===== src/rtl/audio_envelope_pwm.sv =====
// -----------------------------------------------------------------------------
// audio_envelope_pwm
//
// Output stage behind the song/effect player. Shapes the player's 1-bit
// square-wave tone with an attack/sustain/release envelope, scales it by a
// 4-bit volume, and drives the mono amplifier through an 8-bit PWM pin plus
// its shutdown pin. Removes clicks at note-sequence start and stop.
//
// Ports:
//   clock     in   system clock, all logic on the rising edge
//   reset     in   asynchronous, active-high
//   toneIn    in   square-wave tone from the player, synchronous to clock
//   volume    in   [3:0] linear gain 0..15, 0 = silent
//   audioPwm  out  registered PWM audio to the amplifier (256-clock period)
//   aud_sd    out  amplifier enable (1 = on)
//   envLevel  out  [7:0] current envelope level
//   busy      out  high whenever the envelope is not IDLE
//
// Build option:
//   AUDIO_SOFT_SHUTDOWN_EN  when defined, aud_sd is a register that switches
//                           the amplifier on when a note sequence starts and
//                           off again once the release has reached zero.
//                           When undefined, aud_sd is tied high.
//
// Envelope states:
//   state   | meaning
//   --------+----------------------------------------------------------
//   IDLE    | level 0, waiting for the first tone edge
//   ATTACK  | level rises by 1 every ATTACK_STEP_CYCLES clocks
//   SUSTAIN | level held at 255 while the tone keeps toggling
//   RELEASE | level falls by 1 every RELEASE_STEP_CYCLES clocks
// -----------------------------------------------------------------------------
module audio_envelope_pwm #(
    parameter int CLOCK_FREQUENCY     = 50_000_000,
    parameter int ATTACK_STEP_CYCLES  = 5_000,
    parameter int RELEASE_STEP_CYCLES = 20_000,
    parameter int SILENCE_CYCLES      = 500_000
) (
    input  logic       clock,
    input  logic       reset,
    input  logic       toneIn,
    input  logic [3:0] volume,
    output logic       audioPwm,
    output logic       aud_sd,
    output logic [7:0] envLevel,
    output logic       busy
);

    localparam int STEP_MAX = (ATTACK_STEP_CYCLES > RELEASE_STEP_CYCLES) ?
                              ATTACK_STEP_CYCLES : RELEASE_STEP_CYCLES;
    localparam int STEP_W   = (STEP_MAX > 1) ? $clog2(STEP_MAX) : 1;
    localparam int SIL_W    = $clog2(SILENCE_CYCLES + 1);

    localparam logic [STEP_W-1:0] ATTACK_TC   = STEP_W'(ATTACK_STEP_CYCLES - 1);
    localparam logic [STEP_W-1:0] RELEASE_TC  = STEP_W'(RELEASE_STEP_CYCLES - 1);
    localparam logic [SIL_W-1:0]  SILENCE_MAX = SIL_W'(SILENCE_CYCLES);
    localparam logic [7:0]        DUTY_MID    = 8'd128;

    if (CLOCK_FREQUENCY < 1 || ATTACK_STEP_CYCLES < 1 ||
        RELEASE_STEP_CYCLES < 1 || SILENCE_CYCLES < 1) begin : g_bad_param
        $error("audio_envelope_pwm: clock and cycle parameters must be positive");
    end

    typedef enum logic [1:0] {
        IDLE    = 2'd0,
        ATTACK  = 2'd1,
        SUSTAIN = 2'd2,
        RELEASE = 2'd3
    } state_t;

    state_t            state_q, state_d;
    logic [7:0]        level_q, level_d;
    logic [STEP_W-1:0] step_cnt_q, step_cnt_d;
    logic [SIL_W-1:0]  silent_cnt_q;
    logic              tone_q;
    logic              tone_edge;
    logic              active;
    logic [7:0]        pwm_cnt_q;
    logic [7:0]        duty_q;
    logic [11:0]       product;
    logic [7:0]        amp;
    logic [6:0]        half;
    logic [7:0]        sample_duty;

    // ---------------------------------------------------------------------
    // Tone edge detect and silence timer
    // ---------------------------------------------------------------------
    assign tone_edge = toneIn ^ tone_q;
    assign active    = (silent_cnt_q < SILENCE_MAX);

    always_ff @(posedge clock or posedge reset) begin
        if (reset) begin
            tone_q <= 1'b0;
        end else begin
            tone_q <= toneIn;
        end
    end

    // Starts saturated so the block comes out of reset treating the input
    // as silent; only a real tone edge makes it active.
    always_ff @(posedge clock or posedge reset) begin
        if (reset) begin
            silent_cnt_q <= SILENCE_MAX;
        end else if (tone_edge) begin
            silent_cnt_q <= '0;
        end else if (silent_cnt_q != SILENCE_MAX) begin
            silent_cnt_q <= silent_cnt_q + SIL_W'(1);
        end
    end

    // ---------------------------------------------------------------------
    // Envelope FSM
    // ---------------------------------------------------------------------
    always_ff @(posedge clock or posedge reset) begin
        if (reset) begin
            state_q    <= IDLE;
            level_q    <= 8'd0;
            step_cnt_q <= '0;
        end else begin
            state_q    <= state_d;
            level_q    <= level_d;
            step_cnt_q <= step_cnt_d;
        end
    end

    // step_cnt_d defaults to 0, so a terminal count, any state change and
    // the IDLE/SUSTAIN states all leave the step counter cleared.
    always_comb begin
        state_d    = state_q;
        level_d    = level_q;
        step_cnt_d = '0;
        unique case (state_q)
            IDLE: begin
                level_d = 8'd0;
                if (tone_edge) begin
                    state_d = ATTACK;
                end
            end
            ATTACK: begin
                if (!active) begin
                    state_d = RELEASE;
                end else if (level_q == 8'd255) begin
                    // retrigger from a release that had not yet stepped down
                    state_d = SUSTAIN;
                end else if (step_cnt_q == ATTACK_TC) begin
                    level_d = level_q + 8'd1;
                    if (level_q == 8'd254) begin
                        state_d = SUSTAIN;
                    end
                end else begin
                    step_cnt_d = step_cnt_q + STEP_W'(1);
                end
            end
            SUSTAIN: begin
                level_d = 8'd255;
                if (!active) begin
                    state_d = RELEASE;
                end
            end
            RELEASE: begin
                // A new edge beats a coincident step: resume the attack from
                // the current level without taking this decrement.
                if (tone_edge) begin
                    state_d = ATTACK;
                end else if (level_q == 8'd0) begin
                    state_d = IDLE;
                end else if (step_cnt_q == RELEASE_TC) begin
                    level_d = level_q - 8'd1;
                    if (level_q == 8'd1) begin
                        state_d = IDLE;
                    end
                end else begin
                    step_cnt_d = step_cnt_q + STEP_W'(1);
                end
            end
            default: begin
                state_d = IDLE;
                level_d = 8'd0;
            end
        endcase
    end

    // ---------------------------------------------------------------------
    // Amplitude and sample duty
    // ---------------------------------------------------------------------
    // 255 * 15 = 3825 fits in 12 bits; amp tops out at 239 and half at 119,
    // so 128 +/- half stays within 9..247 without wrapping.
    assign product = {4'd0, level_q} * {8'd0, volume};
    assign amp     = 8'(product >> 4);
    assign half    = 7'(amp >> 1);

    always_comb begin
        sample_duty = DUTY_MID;
        if (state_q != IDLE) begin
            sample_duty = tone_q ? (DUTY_MID + {1'b0, half})
                                 : (DUTY_MID - {1'b0, half});
        end
    end

    // ---------------------------------------------------------------------
    // PWM: duty only reloads on the last count of a period, so envelope and
    // volume changes never cut a period short.
    // ---------------------------------------------------------------------
    always_ff @(posedge clock or posedge reset) begin
        if (reset) begin
            pwm_cnt_q <= 8'd0;
            duty_q    <= DUTY_MID;
            audioPwm  <= 1'b0;
        end else begin
            pwm_cnt_q <= pwm_cnt_q + 8'd1;
            if (pwm_cnt_q == 8'd255) begin
                duty_q <= sample_duty;
            end
            audioPwm <= (pwm_cnt_q < duty_q);
        end
    end

    // ---------------------------------------------------------------------
    // Amplifier shutdown
    // ---------------------------------------------------------------------
`ifdef AUDIO_SOFT_SHUTDOWN_EN
    always_ff @(posedge clock or posedge reset) begin
        if (reset) begin
            aud_sd <= 1'b0;
        end else if (state_q == IDLE && state_d == ATTACK) begin
            aud_sd <= 1'b1;
        end else if (state_q != IDLE && state_d == IDLE) begin
            aud_sd <= 1'b0;
        end
    end
`else
    assign aud_sd = 1'b1;
`endif

    assign envLevel = level_q;
    assign busy     = (state_q != IDLE);

endmodule


===== config.mk =====
export PLATFORM = sky130hd
export DESIGN_NAME = audio_envelope_pwm
export DESIGN_NICKNAME = d
export VERILOG_FILES = /design/src/rtl/audio_envelope_pwm.sv
export SDC_FILE = /design/constraint.sdc
export NUM_CORES = 1
export LEC_CHECK = 0
export CORE_UTILIZATION = 60
export CTS_BUF_LIST = sky130_fd_sc_hd__clkbuf_4
export CTS_CLUSTER_DIAMETER = 50
export CTS_CLUSTER_SIZE = 40
export DETAILED_ROUTE_END_ITERATION = 7
export PLACE_DENSITY = 0.83
export SLEW_MARGIN = 20
export SYNTH_ARGS = -nofsm -noshare
export SYNTH_HDL_FRONTEND = slang
export SYNTH_SLANG_ARGS = --single-unit

===== constraint.sdc =====
create_clock -name clock -period 4.9 [get_ports clock]
set_input_delay 0.735 -clock clock [delete_from_list [all_inputs] [get_ports clock]]
set_output_delay 0.735 -clock clock [all_outputs]
set_load 0.02 [all_outputs]

* After elaboration in Yosys (flattened, before gate mapping)
Index checks and enable logic that the tools add are counted. Widths: inputs -> output; s select.
Word-level totals: input bits 7, output and inout port bits 11, logic and storage cells 76, flip-flop bits (word level) 62
Cells by class: order comparisons 2, eq/ne operators 22, mux-type cells 29, reductions and logical operators 6, $add $sub $neg 7, $mul 1, bitwise logic cells 1
Operators with widths (number):
- $mux 15 | 6
- $mux 8 | 8
- $mux 19 | 2
- $pmux 8 s4 | 1
- $pmux 15 s2 | 1
- $eq 8x8->1 const B | 3
- $mux 2 | 10
- $add 19x1->19 const B | 1
- $lt 19x19->1 const B | 1
- $ne 19x19->1 const B | 1
- $add 8x1->8 const B | 2
- $ne 2x2->1 const B | 8
- $ne 4x4->1 const B | 4
- $add 15x1->15 const B | 1
- $eq 15x13->1 const B | 1
- $eq 15x15->1 const B | 1
- $mul 8x4->12 | 1
- $reduce_and 6->1 | 2
- $add 8x7->8 const A | 1
- $eq 8x1->1 const B | 1
- $logic_not 8->1 | 1
- $lt 8x8->1 | 1
- $pmux 2 s4 | 1
- $sub 8x1->8 const B | 1
- 6 further kinds | 8

* Longest topological paths before layout
Gate-level depths: netlist of run 1.
depth in word-level cells 6, gate-level depth with buffers 17, mapped depth without buffers 16

* Worst setup path before layout of run 1
OpenSTA, ideal clock, no wires.
path type in2reg, from in volume[3], to reg duty_q[6], data required time 4823 ps, setup slack 659 ps, cell stages on the path 16, setup time 77 ps, arrival time 4164 ps, path through and2_2 fa_1 inv_1 fa_1 inv_1 ha_1 a21oi_1 o21ai_2 a21oi_1 xor2_1 ha_1 nor3b_1 a221oi_1 a31oi_1 xnor3_1 o21ai_1
Between the ends: word-level cells in the longest chain between the ends 4, elaborated cells between the ends (all ways) 5, classes of those cells 2 x add/sub; 1 x mul; 2 x mux
RTL lines:
- start: declaration | line 42 | input logic [3:0] volume,
- $mul 8x4->12 (*) | line 188 | assign product = {4'd0, level_q} * {8'd0, volume};
- $sub 8x7->8 or $add 8x7->8 (tied branches) | line 196, 195
- $mux 8 (*) | line 195 | sample_duty = tone_q ? (DUTY_MID + {1'b0, half})
- $mux 8 (*) | line 194 | if (state_q != IDLE) begin
- end signal: assignment | line 212 | duty_q <= sample_duty;
- end: declaration | line 79 | logic [7:0] duty_q;
Mark *: on every way between the ends. The rest lies on a longest branch, timed or not. A chain may end at the register's enable or synchronous reset.

* Final worst setup path of run 1
from in volume[2], to reg duty_q[6]
The elaborated chain is that of the path after synthesis.

==> summary.txt, run 1 <==
Clock tree
  – Buffers inserted by post-CTS timing repair: 0
  – Number of clock sinks: 62
  – TritonCTS clock tree: built
  – Num CTS Buffers: 9
  – Clock Tree Buf Depth: 2
  – # hold bufs at CTS: 0
  – CTS Root Cell: clkbuf_4
  – CTS resizes: 0
  – Clock transition time at the flip-flop clock pins of the worst setup and hold paths: 0.11 ns
  – Worst skew pair latency: 0.41 ns
  – Htree depth: 3

Drt
  – Routed wire length: 9680 µm
  – Vias per cell: 5.99
  – Via count: 3790
  – Remaining DRCs: 0
  – Starting DRT DRC Count: 246
  – Routed Antenna Nets: 0
  – Routed len/inst: 15.3 µm
  – DRT Pass-1 Iters: 5

Yosys
  – Yosys warns: 0
  – Post-synthesis register bit count: 62
  – Cell count after synthesis: 514
  – Synth cell types: 60
  – Post-synth EDFFs: 0
  – Seq/Total Area, Yosys: 34.5%
  – Most used flip-flop cell after synthesis: dfrtp_1
  – Syn nets: 567
  – Netlist Area Pre-Place: 4530 µm²
  – Fraction of registers with async set/reset: 100%
  – Syn avg cell area: 8.81 µm²

Worst setup path
  – Flop-to-flop setup slack: 0.53 ns
  – CP endpoint kind: register
  – R2r startpoint: envLevel[1]
  – Cells on worst reg2reg path: 16
  – CP Max Fanout: 8
  – Startpoint type of the worst setup path: primary input
  – Critical Path AT: 4.97 ns
  – CP Class: in -> reg
  – WP data required: 5.24 ns
  – CP Capture Point: duty_q[6]
  – RR Endpoint: duty_q[6]
  – Worst Setup SP: volume[2]

Global routing
  – Met2 usage: 43.2%
  – GRT Util Overall: 26.3%
  – Grt met1 use: 35.7%
  – Initial antenna violation count: 0
  – Vias in the first global route: 3515
  – Grt peak-use layer: met2
  – Grt total ovfl: 0
  – GR Layer Usage met3: 3.88%
  – Pin count of the biggest net entering global routing: 38
  – First-pass GRT wire length: 16000 µm

Timing
  – Slew Limit Headroom: 61.9%
  – Skew final: 0.0207 ns
  – Period utilization: 94.4%
  – Final Hold Fails: 0
  – Fmax: 0.216 GHz
  – Worst Tran Pin Value: 0.571 ns
  – Setup TNS: 0 ns
  – Final setup viols: 0
  – RSZ-0062 raised after global routing: false
  – Min Tclk post-route: 4.62 ns
  – Fin Hold WS: 0.466 ns
  – Max Transition Viols Final: 0

Die
  – Die Y: 88.9 µm
  – Core footprint: 7290 µm²
  – IO Count: 18
  – Die Area: 7900 µm²
  – Horiz. Die Dim: 88.9 µm
  – Starting Density: 62.1%
  – Site row count: 31

Layout
  – Share of layout cells above drive strength 1: 8.24%
  – Layout net count: 582
  – Synth-to-layout area growth: 7.95%
  – Most frequent cells in the layout: 55 x nor2_1, 54 x dfrtp_1, 45 x nand2_1
  – Leading cell type in the layout, fill and taps excluded: nor2_1
  – Ant. Diodes: 0
  – Layout filler cell count: 606

Power and ir drop
  – Cell Pwr Density: 473 nW/µm²
  – Net Sw Frac: 46.9%
  – P_int: 1.23 mW
  – Logic pwr share: 56.9%
  – Max rail drop VDD: 0.343 mV
  – Sequential share of power: 29.6%
  – Switching Power: 1.09 mW
  – Clock group share of total power: 13.5%
  – Leak: 2.25 nW

Placed design
  – Dpl hpwl: 6880 µm
  – Gpl congestion: 0.908
  – I/O Buffers: 16

Outcome
  – Outcome: complete, no violations

Hold path
  – HP Class: reg -> reg

Flow run
  – Max_cap viols: 0
[cells in the mapped netlist, drive strengths merged, types with 2 or more instances]
cell type  number  area share (%)
o22ai           2            0.28
a21oi          16             1.8
dfstp           8             4.6
fa             11             4.9
o31ai           2            0.33
and2           26             3.6
o31a            2            0.39
nor2b           2            0.28
nor3b           2            0.33
or3             4            0.58
or2             2            0.28
a21o            3            0.50
ha             35             9.7
xor2           28             5.4
xnor2          22             4.3
o311ai          2            0.39
a31oi           4            0.55
o211ai          3            0.50
a221oi          4            0.77
a22oi           2            0.33
buf             4            0.75
mux2            3            0.75
clkbuf         15             1.2
a32oi           2            0.39
nor3           16             1.8
nand2b          2            0.28
or4             3            0.50
nor2           55             4.6
nand3          27             3.0
and3           10             1.4
o21ai          27             3.1
o21a            2            0.33
nand4           9             1.2
nand2          45             3.7
or4b            2            0.44
dfrtp          54              30
a211oi          3            0.50
nor4b           2            0.39
inv            38             3.1
a22o            3            0.58
[critical path, stage by stage]
cell,delay [ns]
clkdlybuf4s50_1,0.53
and2_1,0.25
fa_1,0.50
inv_1,0.05
fa_1,0.53
inv_1,0.04
ha_1,0.31
a21oi_1,0.26
o21ai_2,0.15
a21oi_1,0.20
xor2_1,0.22
ha_1,0.22
nor3b_1,0.20
a221oi_1,0.12
a31oi_1,0.21
xnor3_1,0.34
o21ai_1,0.12
[per-layer routing]
metal	part of all wire, %	routed length, µm
met2	48	4620
met1	45	4350
met5	0	0
met4	2.1	199
met3	5.3	516
[state kept, by name (all words and copies together), names as in the netlist]
name / cells
silent_cnt_q: 19
tone_q: 1
audioPwm: 1
duty_q: 8
state_q: 2
envLevel: 8
step_cnt_q: 15
pwm_cnt_q: 8
[layout make-up]
cell class / instances / area [µm²] / area share (%)
repair buffers: 23 / 213 / 4.35
clock inverters: 6 / 38.8 / 0.793
multi-input cells: 394 / 2730 / 55.9
inverters: 39 / 146 / 2.99
clock buffers: 10 / 75.1 / 1.53
well taps: 99 / 124 / 2.53
flip-flops and latches: 62 / 1560 / 31.9
[worst min path at each step]
stage | startpoint | endpoint | slack, ns | depth (start not counted)
final | step_cnt_q[0] | step_cnt_q[0] | 0.47 | 1
after CTS | step_cnt_q[0] | step_cnt_q[0] | 0.47 | 1
after global placement | step_cnt_q[0] | step_cnt_q[0] | 0.44 | 1
after floorplan | step_cnt_q[0] | step_cnt_q[0] | 0.43 | 1
after global routing | step_cnt_q[0] | step_cnt_q[0] | 0.50 | 1
after detailed placement | step_cnt_q[0] | step_cnt_q[0] | 0.46 | 1
[power groups by stage]
stage                     clock network [mW]  logic, mW  registers (mW)
after global routing                   0.336       1.46           0.694
after global placement                     0       1.24           0.685
after floorplan                            0       1.01           0.652
final                                  0.312       1.32           0.685
after detailed placement                   0       1.30           0.688
after CTS                              0.312       1.30           0.680
[kinds of logic after synthesis]
family | count (synthesis) | synth area share [%]
adders and majority gates | 46 | 14.5
buffers and inverters | 58 | 5.22
other | 1 | 0.0828
muxes | 4 | 0.967
DFF | 62 | 34.5
xor gates and xnor gates | 51 | 10.2
and+or+nand+nor | 210 | 22.9
AOI/OAI and AO/OA | 82 | 11.7
[per-stage QoR]
stage / setup WS (ns) / utilization [%] / instance area, µm² / instances / power (mW)
after floorplan: 0.659 / - / 4530 / 514 / 1.66
final: 0.275 / 67.1 / 4890 / 633 / 2.31
after detailed placement: -0.105 / 65.5 / 4780 / 617 / 1.98
after global placement: 0.121 / 65.5 / 4780 / 617 / 1.92
after CTS: 0.322 / 67.1 / 4890 / 633 / 2.30
after global routing: 0.0269 / 67.1 / 4890 / 633 / 2.49
Power figures use the tool's default switching activity.
==> run 2, diff against run 1 <==
- CTS_BUF_LIST: sky130_fd_sc_hd__clkbuf_4 -> sky130_fd_sc_hd__clkbuf_8
- REMOVE_ABC_BUFFERS: unset -> 1
- clock period: 4.9 -> 4.4 ns (I/O delays scaled with it)
==> run 2 against run 1 <==
Register-to-register slack worse by 0.10 ns. Core utilization up 3.8 points. Worst hold slack better by 0.015 ns. Setup slack worse by 0.20 ns. Critical endpoint unchanged. Cell count up 2.7%. Power up 30%. Largest cell class unchanged. Combinational power up 31%. Clock skew down 0.016 ns. Clock power up 86%. Highest routed layer unchanged.
==> summary.txt, run 2 (synthesized netlist as in run 1, its figures left out) <==
Outcome
  – Outcome: complete, no violations

Layout
  – Post-layout util: 70.8%
  – Most frequent cells in the layout: 55 x nor2_1, 54 x dfrtp_1, 45 x nand2_1
  – Layout filler cell count: 578
  – Share of layout cells above drive strength 1: 12.0%
  – Ant. Diodes: 0
  – Largest regs: silent_cnt_q (19), step_cnt_q (15)
  – Layout net count: 599
  – Synth-to-layout area growth: 14.0%
  – Leading cell type in the layout, fill and taps excluded: nor2_1
  – Number of flip-flops in the largest register: 19
  – Post-route cell area: 5170 µm²
  – Post-route insts no fill: 650
  – Reg with most FFs: silent_cnt_q

Drt
  – Starting DRT DRC Count: 222
  – DRT Pass-1 Iters: 5
  – Routed wire length: 9910 µm
  – Routed len/inst: 15.2 µm
  – Remaining DRCs: 0
  – Via count: 3787
  – Vias per cell: 5.83
  – Routed Antenna Nets: 0

Timing
  – Period utilization: 98.4%
  – Final worst slack: 0.0713 ns
  – Skew final: 0.00512 ns
  – Fmax: 0.231 GHz
  – Max Transition Viols Final: 0
  – Final Hold Fails: 0
  – RSZ-0062 raised after global routing: true
  – Final setup viols: 0
  – Worst Tran Pin Value: 0.814 ns
  – Setup TNS: 0 ns
  – Min Tclk post-route: 4.33 ns
  – Slew Limit Headroom: 45.7%

Global routing
  – Vias in the first global route: 3695
  – Initial antenna violation count: 0
  – Pin count of the biggest net entering global routing: 49
  – GRT Util Overall: 26.5%
  – Grt total ovfl: 0
  – First-pass GRT wire length: 16100 µm

Clock tree
  – Clock Tree Buf Depth: 2
  – Num CTS Buffers: 9
  – Htree depth: 3
  – Clock transition time at the flip-flop clock pins of the worst setup and hold paths: 0.07 ns
  – # hold bufs at CTS: 0
  – Number of clock sinks: 62
  – Worst skew pair latency: 0.34 ns
  – CTS Root Cell: clkbuf_8
  – TritonCTS clock tree: built

Power and ir drop
  – Max rail drop VDD: 0.398 mV
  – Cell Pwr Density: 584 nW/µm²
  – Leak: 2.40 nW

Die
  – Die Area: 7900 µm²
  – Horiz. Die Dim: 88.9 µm
  – IO Count: 18
  – Starting Density: 62.1%
  – Die Y: 88.9 µm
  – Core footprint: 7290 µm²
  – Site row count: 31

Flow run
  – Max_cap viols: 0

Placed design
  – I/O Buffers: 16
  – Gpl congestion: 0.831
  – Dpl ws: -0.419 ns
  – Dpl cells: 633
  – Post-place instance area: 4900 µm²
  – Dpl hpwl: 7210 µm

Worst setup path
  – CP Max Fanout: 4
  – CP Class: in -> reg
  – Critical Path AT: 4.60 ns
  – CP endpoint kind: register
  – WP data required: 4.67 ns
  – Startpoint type of the worst setup path: primary input

Hold path
  – HP Class: reg -> reg
==> run 2: cell type report <==
class / instances / area [µm²] / area share, %
clock buffers: 12 / 165 / 3.20
clock inverters: 4 / 68.8 / 1.33
inverters: 39 / 148 / 2.86
multi-input cells: 394 / 2760 / 53.4
flip-flops and latches: 62 / 1560 / 30.2
well taps: 99 / 124 / 2.40
repair buffers: 40 / 340 / 6.59
==> run 2: where the power goes <==
| group | switching (mW) | leakage (nW) | internal [mW] |
|---|---|---|---|
| Combinational | 0.972 | 1.51 | 0.760 |
| Sequential | 0.0755 | 0.769 | 0.629 |
| Clock | 0.218 | 0.124 | 0.362 |
| Total | 1.27 | 2.40 | 1.75 |
==> run 2: path summary, 6_finish.rpt <==
check,from,endpoint,slack [ns],depth (start not counted)
max,volume[3],duty_q[6],0.07,17
min in group asynchronous,reset,duty_q[1],0.79,2
min,step_cnt_q[0],step_cnt_q[0],0.48,1
max in group asynchronous,reset,envLevel[5],2.89,3
min reg2reg,step_cnt_q[0],step_cnt_q[0],0.48,1
max reg2reg,envLevel[1],duty_q[6],0.43,16
==> run 2: worst max-delay path: stages <==
cell,delay [ns]
clkdlybuf4s50_1,0.42
and2_2,0.21
fa_1,0.54
inv_1,0.06
fa_1,0.53
inv_1,0.04
ha_1,0.32
a21oi_2,0.18
o21ai_2,0.10
buf_4,0.16
xnor2_1,0.22
ha_2,0.24
nor3b_2,0.20
a221oi_2,0.09
a31oi_1,0.19
xnor3_1,0.33
o21ai_1,0.11
==> run 2: repair_timing <==
item                                   4_1_cts  5_1_grt
setup buffers                                0        1
endpoints found under the hold margin        0        0
resized for setup                            2        5
setup endpoints to repair                    1        4
gates cloned                                 0        0
pin swaps                                    1        1
==> run 2: layer usage <==
layer  global-route usage (%)  share of wire (%)  vias to the layer above
li1                         -                  -                     1821
met1                     31.7                 43                     1865
met2                     48.3                 52                       90
met3                     6.00                4.0                       11
met4                     6.60                1.1                        0
met5                        0                  0                        -
==> run 2: per-stage QoR <==
stage / total power [mW] / hold slack [ns]
2_1_floorplan: 1.80 / 0.433
3_3_place_gp: 2.26 / 0.452
3_5_place_dp: 2.34 / 0.476
4_1_cts: 2.95 / 0.486
5_1_grt: 3.23 / 0.512
6_report: 3.02 / 0.481
==> RTL change 1 (settings of run 1) <==
The option `AUDIO_SOFT_SHUTDOWN_EN` is turned on by a define.
--- a/src/rtl/audio_envelope_pwm.sv
+++ b/src/rtl/audio_envelope_pwm.sv
@@ -30,6 +30,8 @@
 //   SUSTAIN | level held at 255 while the tone keeps toggling
 //   RELEASE | level falls by 1 every RELEASE_STEP_CYCLES clocks
 // -----------------------------------------------------------------------------
+`define AUDIO_SOFT_SHUTDOWN_EN
+
 module audio_envelope_pwm #(
     parameter int CLOCK_FREQUENCY     = 50_000_000,
     parameter int ATTACK_STEP_CYCLES  = 5_000,
Function: changed (Yosys sat finds a counterexample within 4 cycles, from zero or initial values and one cycle with reset high).
==> RTL change 1 against run 1 <==
- wire length fell by 0.87%
- final area is 2.7% higher
- critical endpoint is now duty_q[4]
- worst setup slack better by 0.095 ns
- final cell count up 0.16%
- fmax is 2.1% higher
- sequential cell count up 1
- area after synthesis fell by 0.22%
- utilization up 2.2 points
- hold slack better by 0.0068 ns
- global-route usage up 0.27 points
Power is not compared: it rests on default switching activity, and its combinational part moved more than twofold at a synthesized area within 25%.
==> RTL change 1: results (changes against run 1) <==
| Metric | Value |
|---|---|
| HP Start | step_cnt_q[0] |
| Deepest clock path buffer count | 2 (unchanged) |
| GRT overflow | 0 (unchanged) |
| Main synth FF type | dfrtp_1 |
| Hold path depth | 1 (unchanged) |
| Global-route wire length before repair | 16000 um (+0.13%) |
| Via count | 3751 (-1.0%) |
| Status | complete, no violations |
| Met1 Use GR | 32.9% (-2.8 points) |
| Slowest CP cell | fa_1 |
| Antenna diode instance count | 0 (unchanged) |
| Synth Net Count | 555 (-2.1%) |
| Pin count of the biggest net entering global routing | 34 (-11%) |
| Proportion of synthesized chip area in sequential cells | 35.1% (+0.63 points) |
| Post-synth top cells | nor2_1, dfrtp_1, nand2_1 |
| Vias in the first global route | 3553 (+1.1%) |
| Top cells by area, synth | dfrtp_1, ha_1, xor2_1 |
| Clock latency on the worst-skew pair | 0.43 ns (+0.02 ns) |
| Reg2reg start | envLevel[2] |
| Worst Reg2Reg Path Length in Cells | 16 (unchanged) |
| Setup crit start | volume[3] |
| Crit Path Class | primary input to flop |
| CP Data Arrival Time | 4.87 ns (-0.10 ns) |
| Placement Cell Area | 4830 um2 (+1.2%) |
| Layout Skew | 0.0196 ns (-0.00112 ns) |
| FF-to-FF setup slack | 0.51 ns (-0.02 ns) |
| Share of cells above drive strength 1 | 9.35% (+1.1 points) |
| Synth cell types | 66 (+10%) |
| Max reg flops | 19 (unchanged) |
| Num CTS Buffers | 9 (unchanged) |
| Final Net Count | 579 (-0.52%) |
| Routability cong. | 0.895 (-1.4%) |
| PortBufs | 17 (+1) |
| Synth Area in Adders | 13.5% (-1.1 points) |
| Fin Hold WS | 0.473 ns (+0.00680 ns) |
| Met3 Use GR | 4.76% (+0.88 points) |
| Worst-Margin Slew | 0.668 ns (+0.0965 ns) |
| RR Endpoint | duty_q[4] |
| Largest regs | silent_cnt_q: 19 flops, step_cnt_q: 15 flops |
| LEAKAGE | 2.35 nW |
| Critical path fanouts, max | 5 (-3) |
| XOR/XNOR Fraction of Synth Area | 10.1% (-0.088 points) |
| Mux contribution to synthesized area | 0.692% (-0.27 points) |
| Total track usage | 26.6% (+0.27 points) |
| # fillers | 555 (-8.4%) |
| Routed WL | 9590 um (-0.87%) |
| Iter 0 DRT Violations | 149 (-39%) |
| Synth Area in Compound Gates | 12.8% (+1.1 points) |
| M2 GR Usage | 45.5% (+2.3 points) |
| YS warnings | 0 (unchanged) |
| DPL Wire Length | 6990 um (+1.6%) |
==> RTL change 1: cell types whose count changed after synthesis, moves of 4 or more <==
cell	change
nand3_1	-6
and3_1	-5
nor2_1	+10
nor3_1	-9
a21oi_1	+4
nand4_1	+8
o21ai_0	-6
ha_1	-4
==> RTL change 1: per-stage QoR <==
step	instances	worst slack (ns)	TNS, ns	util, %	power, mW
3_5_place_dp	618	-0.0476	-0.0476	66.7	0.782
2_1_floorplan	506	0.590	0	-	0.728
3_3_place_gp	618	0.0746	0	66.7	0.772
5_1_grt	634	0.0791	0	69.3	1.30
6_report	634	0.370	0	69.3	1.24
4_1_cts	634	0.382	0	69.2	1.25
==> RTL change 1: final cells by class <==
class,count,share of cell area [%]
Clock buffer,10,1.49
Clock inverter,6,2.19
Inverter,40,2.99
Multi-Input combinational cell,386,53.9
Sequential cell,63,31.6
Tap cell,99,2.47
Timing Repair Buffer,30,5.33
==> RTL change 1: logic make-up after synthesis <==
family	after synthesis
compound gates	82
xor+xnor	52
fa+ha+maj	42
buf+inv	57
flops	63
mux	3
simple gates	207
==> RTL change 1: metal layers <==
metal,vias to the layer above,wire length [um]
li1,1783,-
met1,1845,4220
met2,98,4760
met3,25,372
met4,0,239
met5,-,0
==> RTL change 1: power by group <==
part / switching [mW] / internal (mW)
combinational: 0.101 / 0.0819
clock: 0.207 / 0.263
sequential: 0.0397 / 0.551
total: 0.348 / 0.896
==> RTL change 2 (flow settings as in run 1) <==
Without the edit above. Register the inputs `toneIn` and `volume` before use, cleared by the reset. The logic sees them one clock later.
--- a/src/rtl/audio_envelope_pwm.sv
+++ b/src/rtl/audio_envelope_pwm.sv
@@ -56,6 +56,19 @@
     localparam logic [SIL_W-1:0]  SILENCE_MAX = SIL_W'(SILENCE_CYCLES);
     localparam logic [7:0]        DUTY_MID    = 8'd128;
 
+    logic toneIn_q;
+    logic [3:0] volume_q;
+
+    always_ff @(posedge clock or posedge reset) begin
+        if (reset) begin
+            toneIn_q <= '0;
+            volume_q <= '0;
+        end else begin
+            toneIn_q <= toneIn;
+            volume_q <= volume;
+        end
+    end
+
     if (CLOCK_FREQUENCY < 1 || ATTACK_STEP_CYCLES < 1 ||
         RELEASE_STEP_CYCLES < 1 || SILENCE_CYCLES < 1) begin : g_bad_param
         $error("audio_envelope_pwm: clock and cycle parameters must be positive");
@@ -85,14 +98,14 @@
     // ---------------------------------------------------------------------
     // Tone edge detect and silence timer
     // ---------------------------------------------------------------------
-    assign tone_edge = toneIn ^ tone_q;
+    assign tone_edge = toneIn_q ^ tone_q;
     assign active    = (silent_cnt_q < SILENCE_MAX);
 
     always_ff @(posedge clock or posedge reset) begin
         if (reset) begin
             tone_q <= 1'b0;
         end else begin
-            tone_q <= toneIn;
+            tone_q <= toneIn_q;
         end
     end
 
@@ -185,7 +198,7 @@
     // ---------------------------------------------------------------------
     // 255 * 15 = 3825 fits in 12 bits; amp tops out at 239 and half at 119,
     // so 128 +/- half stays within 9..247 without wrapping.
-    assign product = {4'd0, level_q} * {8'd0, volume};
+    assign product = {4'd0, level_q} * {8'd0, volume_q};
     assign amp     = 8'(product >> 4);
     assign half    = 7'(amp >> 1);
 
Behaviour: not the same (Yosys sat finds a counterexample within 4 cycles, from zero or initial values and one cycle with reset high).
==> RTL change 2 against run 1 <==
- synthesized cell count fell by 0.78%
- power up 0.26%
- sequential cell count increased by 5
- final area is 2.5% higher
- critical endpoint unchanged
- worst setup slack improved by 0.67 ns
- clock skew grew 0.0055 ns
- sequential share of layout area increased by 1.7 points
- final cell count shrank 1.3%
- hold slack got worse by 0.051 ns
- wire length down 3.9%
- area after synthesis is 2.7% higher
- clock power up 24%
- non-clock buffer count fell by 5
- critical path depth decreased by 4
==> RTL change 2: results (changes against run 1) <==
| Metric | Value |
|---|---|
| CTS root buffer | clkbuf_4 |
| Initial antenna violation count | 0 (unchanged) |
| Hold endpoint | tone_q |
| Routability cong. | 0.903 (-0.47%) |
| Final Net Count | 574 (-1.4%) |
| Final cell count without fillers | 625 (-1.3%) |
| Proportion of synthesized chip area in sequential cells | 36.2% (+1.8 points) |
| Number of setup buffers added after CTS | 0 (unchanged) |
| HP Start | toneIn_q |
| Total track usage | 24.0% (-2.3 points) |
| Synth Net Count | 563 (-0.71%) |
| Critical path fanouts, max | 17 (+9) |
| Drt wl/cell | 14.9 um (-2.7%) |
| CP Data Arrival Time | 4.27 ns (-0.70 ns) |
| Global-route wire length before repair | 15900 um (-0.86%) |
| PortBufs | 16 (unchanged) |
| LEAKAGE | 2.22 nW (-1.4%) |
| Post-Syn Instances | 510 (-0.78%) |
| DR pass1 iterations | 4 (-1) |
| Worst-Margin Slew | 0.824 ns (+0.253 ns) |
| Layout Skew | 0.0262 ns (+0.00546 ns) |
| CP max stage delay | 0.56 ns (+0.03 ns) |
| Via density | 5.95 (-0.62%) |
| Worst Reg2Reg Path Length in Cells | 13 (-3) |
| Setup crit start | envLevel[4] |
| Post-cts sizing count | 0 (unchanged) |
| Pin count of the biggest net entering global routing | 68 (+79%) |
| Slowest CP cell | dfrtp_1 |
| Antenna diode instance count | 0 (unchanged) |
| Clock latency on the worst-skew pair | 0.43 ns (+0.02 ns) |
| YS warnings | 0 (unchanged) |
| Sw frac | 45.7% (-1.2 points) |
| Top cells by area, synth | dfrtp_1, ha_1, fa_1 |
| Worst-path clk slew | 0.14 ns (+0.03 ns) |
| Post-Place Cells | 609 (-1.3%) |
| Status | complete, no violations |
| FF-to-FF setup slack | 0.94 ns (+0.41 ns) |
| # fillers | 568 (-6.3%) |
| Max VDD drop | 0.264 mV (-23%) |
| H-Tree Depth | 3 (unchanged) |
| Vias in the first global route | 3585 (+2.0%) |
| Synth cell types | 62 (+3.3%) |
| RR Endpoint | duty_q[6] |
| Top reg by flops | silent_cnt_q |
| Post-synth top cells | dfrtp_1, nor2_1, inv_1 |
| Worst min-delay path category | flop to flop |
| Iter 0 DRT Violations | 214 (-13%) |
| DPL Wire Length | 6540 um (-4.9%) |
| Largest regs | silent_cnt_q: 19 flops, step_cnt_q: 15 flops |
| Share of cells above drive strength 1 | 7.03% (-1.2 points) |
| Hold path depth | 0 (-1) |
| Asr flop ratio synth | 100% (unchanged) |
| Deepest clock path buffer count | 2 (unchanged) |
| Num CTS Buffers | 9 (unchanged) |
| Placement Cell Area | 4870 um2 (+2.0%) |
-- RTL change 2: changes by cell type after synthesis, sizes merged, moves of 4 or more --
cell,before,now
nor3,16,9
a221oi,4,0
o21ai,27,20
o22ai,2,7
a21oi,16,26
o31ai,2,8
nand2,45,35
dfrtp,54,59
-- RTL change 2: critical path, delay by kind of cell, from the launching register on --
| kind | cells | cell delay (ns) |
|---|---|---|
| DFF | 1 | 0.56 |
| AOI/OAI and AO/OA | 6 | 1.37 |
| and+or+nand+nor | 1 | 0.24 |
| adders and majority gates | 3 | 1.41 |
| xor gates and xnor gates | 1 | 0.15 |
| buffers and inverters | 2 | 0.10 |
-- RTL change 2: worst max-delay path by stage --
stage | slack [ns] | cells after the start | to
3_3_place_gp | 1.12 | 13 | duty_q[6]
6_report | 0.94 | 13 | duty_q[6]
4_1_cts | 0.95 | 14 | duty_q[1]
3_5_place_dp | 0.98 | 13 | duty_q[6]
5_1_grt | 0.73 | 14 | duty_q[6]
2_1_floorplan | 1.10 | 14 | duty_q[6]
-- RTL change 2: per-layer routing --
| layer | part of all wire [%] | wire length, um | track usage [%] | up-vias |
|---|---|---|---|---|
| li1 | - | - | - | 1795 |
| met1 | 44 | 4140 | 29.0 | 1848 |
| met2 | 51 | 4750 | 43.1 | 59 |
| met3 | 2.9 | 268 | 4.57 | 17 |
| met4 | 1.5 | 144 | 7.39 | 0 |
| met5 | 0 | 0 | 0 | - |
-- RTL change 2: kinds of logic (layout without fill, tap and decap cells) --
kind of cell | count (synthesis) | in the layout | synth area share, %
buf+inv | 59 | 75 | 5.06
xor+xnor | 48 | 48 | 9.03
fa+ha+maj | 46 | 46 | 14.1
mux | 3 | 3 | 0.672
other cells | 1 | 1 | 0.0806
simple gates | 190 | 190 | 20.6
flops | 67 | 67 | 36.2
compound gates | 96 | 96 | 14.2
-- RTL change 2: layout make-up --
class | count | area [um2] | share of cell area, %
Multi-Input combinational cell | 384 | 2730 | 54.5
Tap cell | 99 | 124 | 2.47
Clock buffer | 9 | 67.6 | 1.35
Timing Repair Buffer | 18 | 175 | 3.49
Sequential cell | 67 | 1690 | 33.6
Clock inverter | 7 | 76.3 | 1.52
Inverter | 41 | 154 | 3.07
-- RTL change 2: through the flow --
stage	worst slack [ns]	hold WS (ns)
finish	0.944	0.415
global placement	1.12	0.382
detailed placement	0.982	0.392
CTS	0.946	0.422
global route	0.733	0.425
floorplan	1.10	0.372
-- RTL change 2: power by group through the flow --
stage,Combinational (mW),Clock (mW),Sequential [mW]
finish,1.20,0.386,0.729
global route,1.34,0.415,0.746
CTS,1.20,0.389,0.727
detailed placement,1.19,0,0.738
global placement,1.15,0,0.729
floorplan,0.956,0,0.698
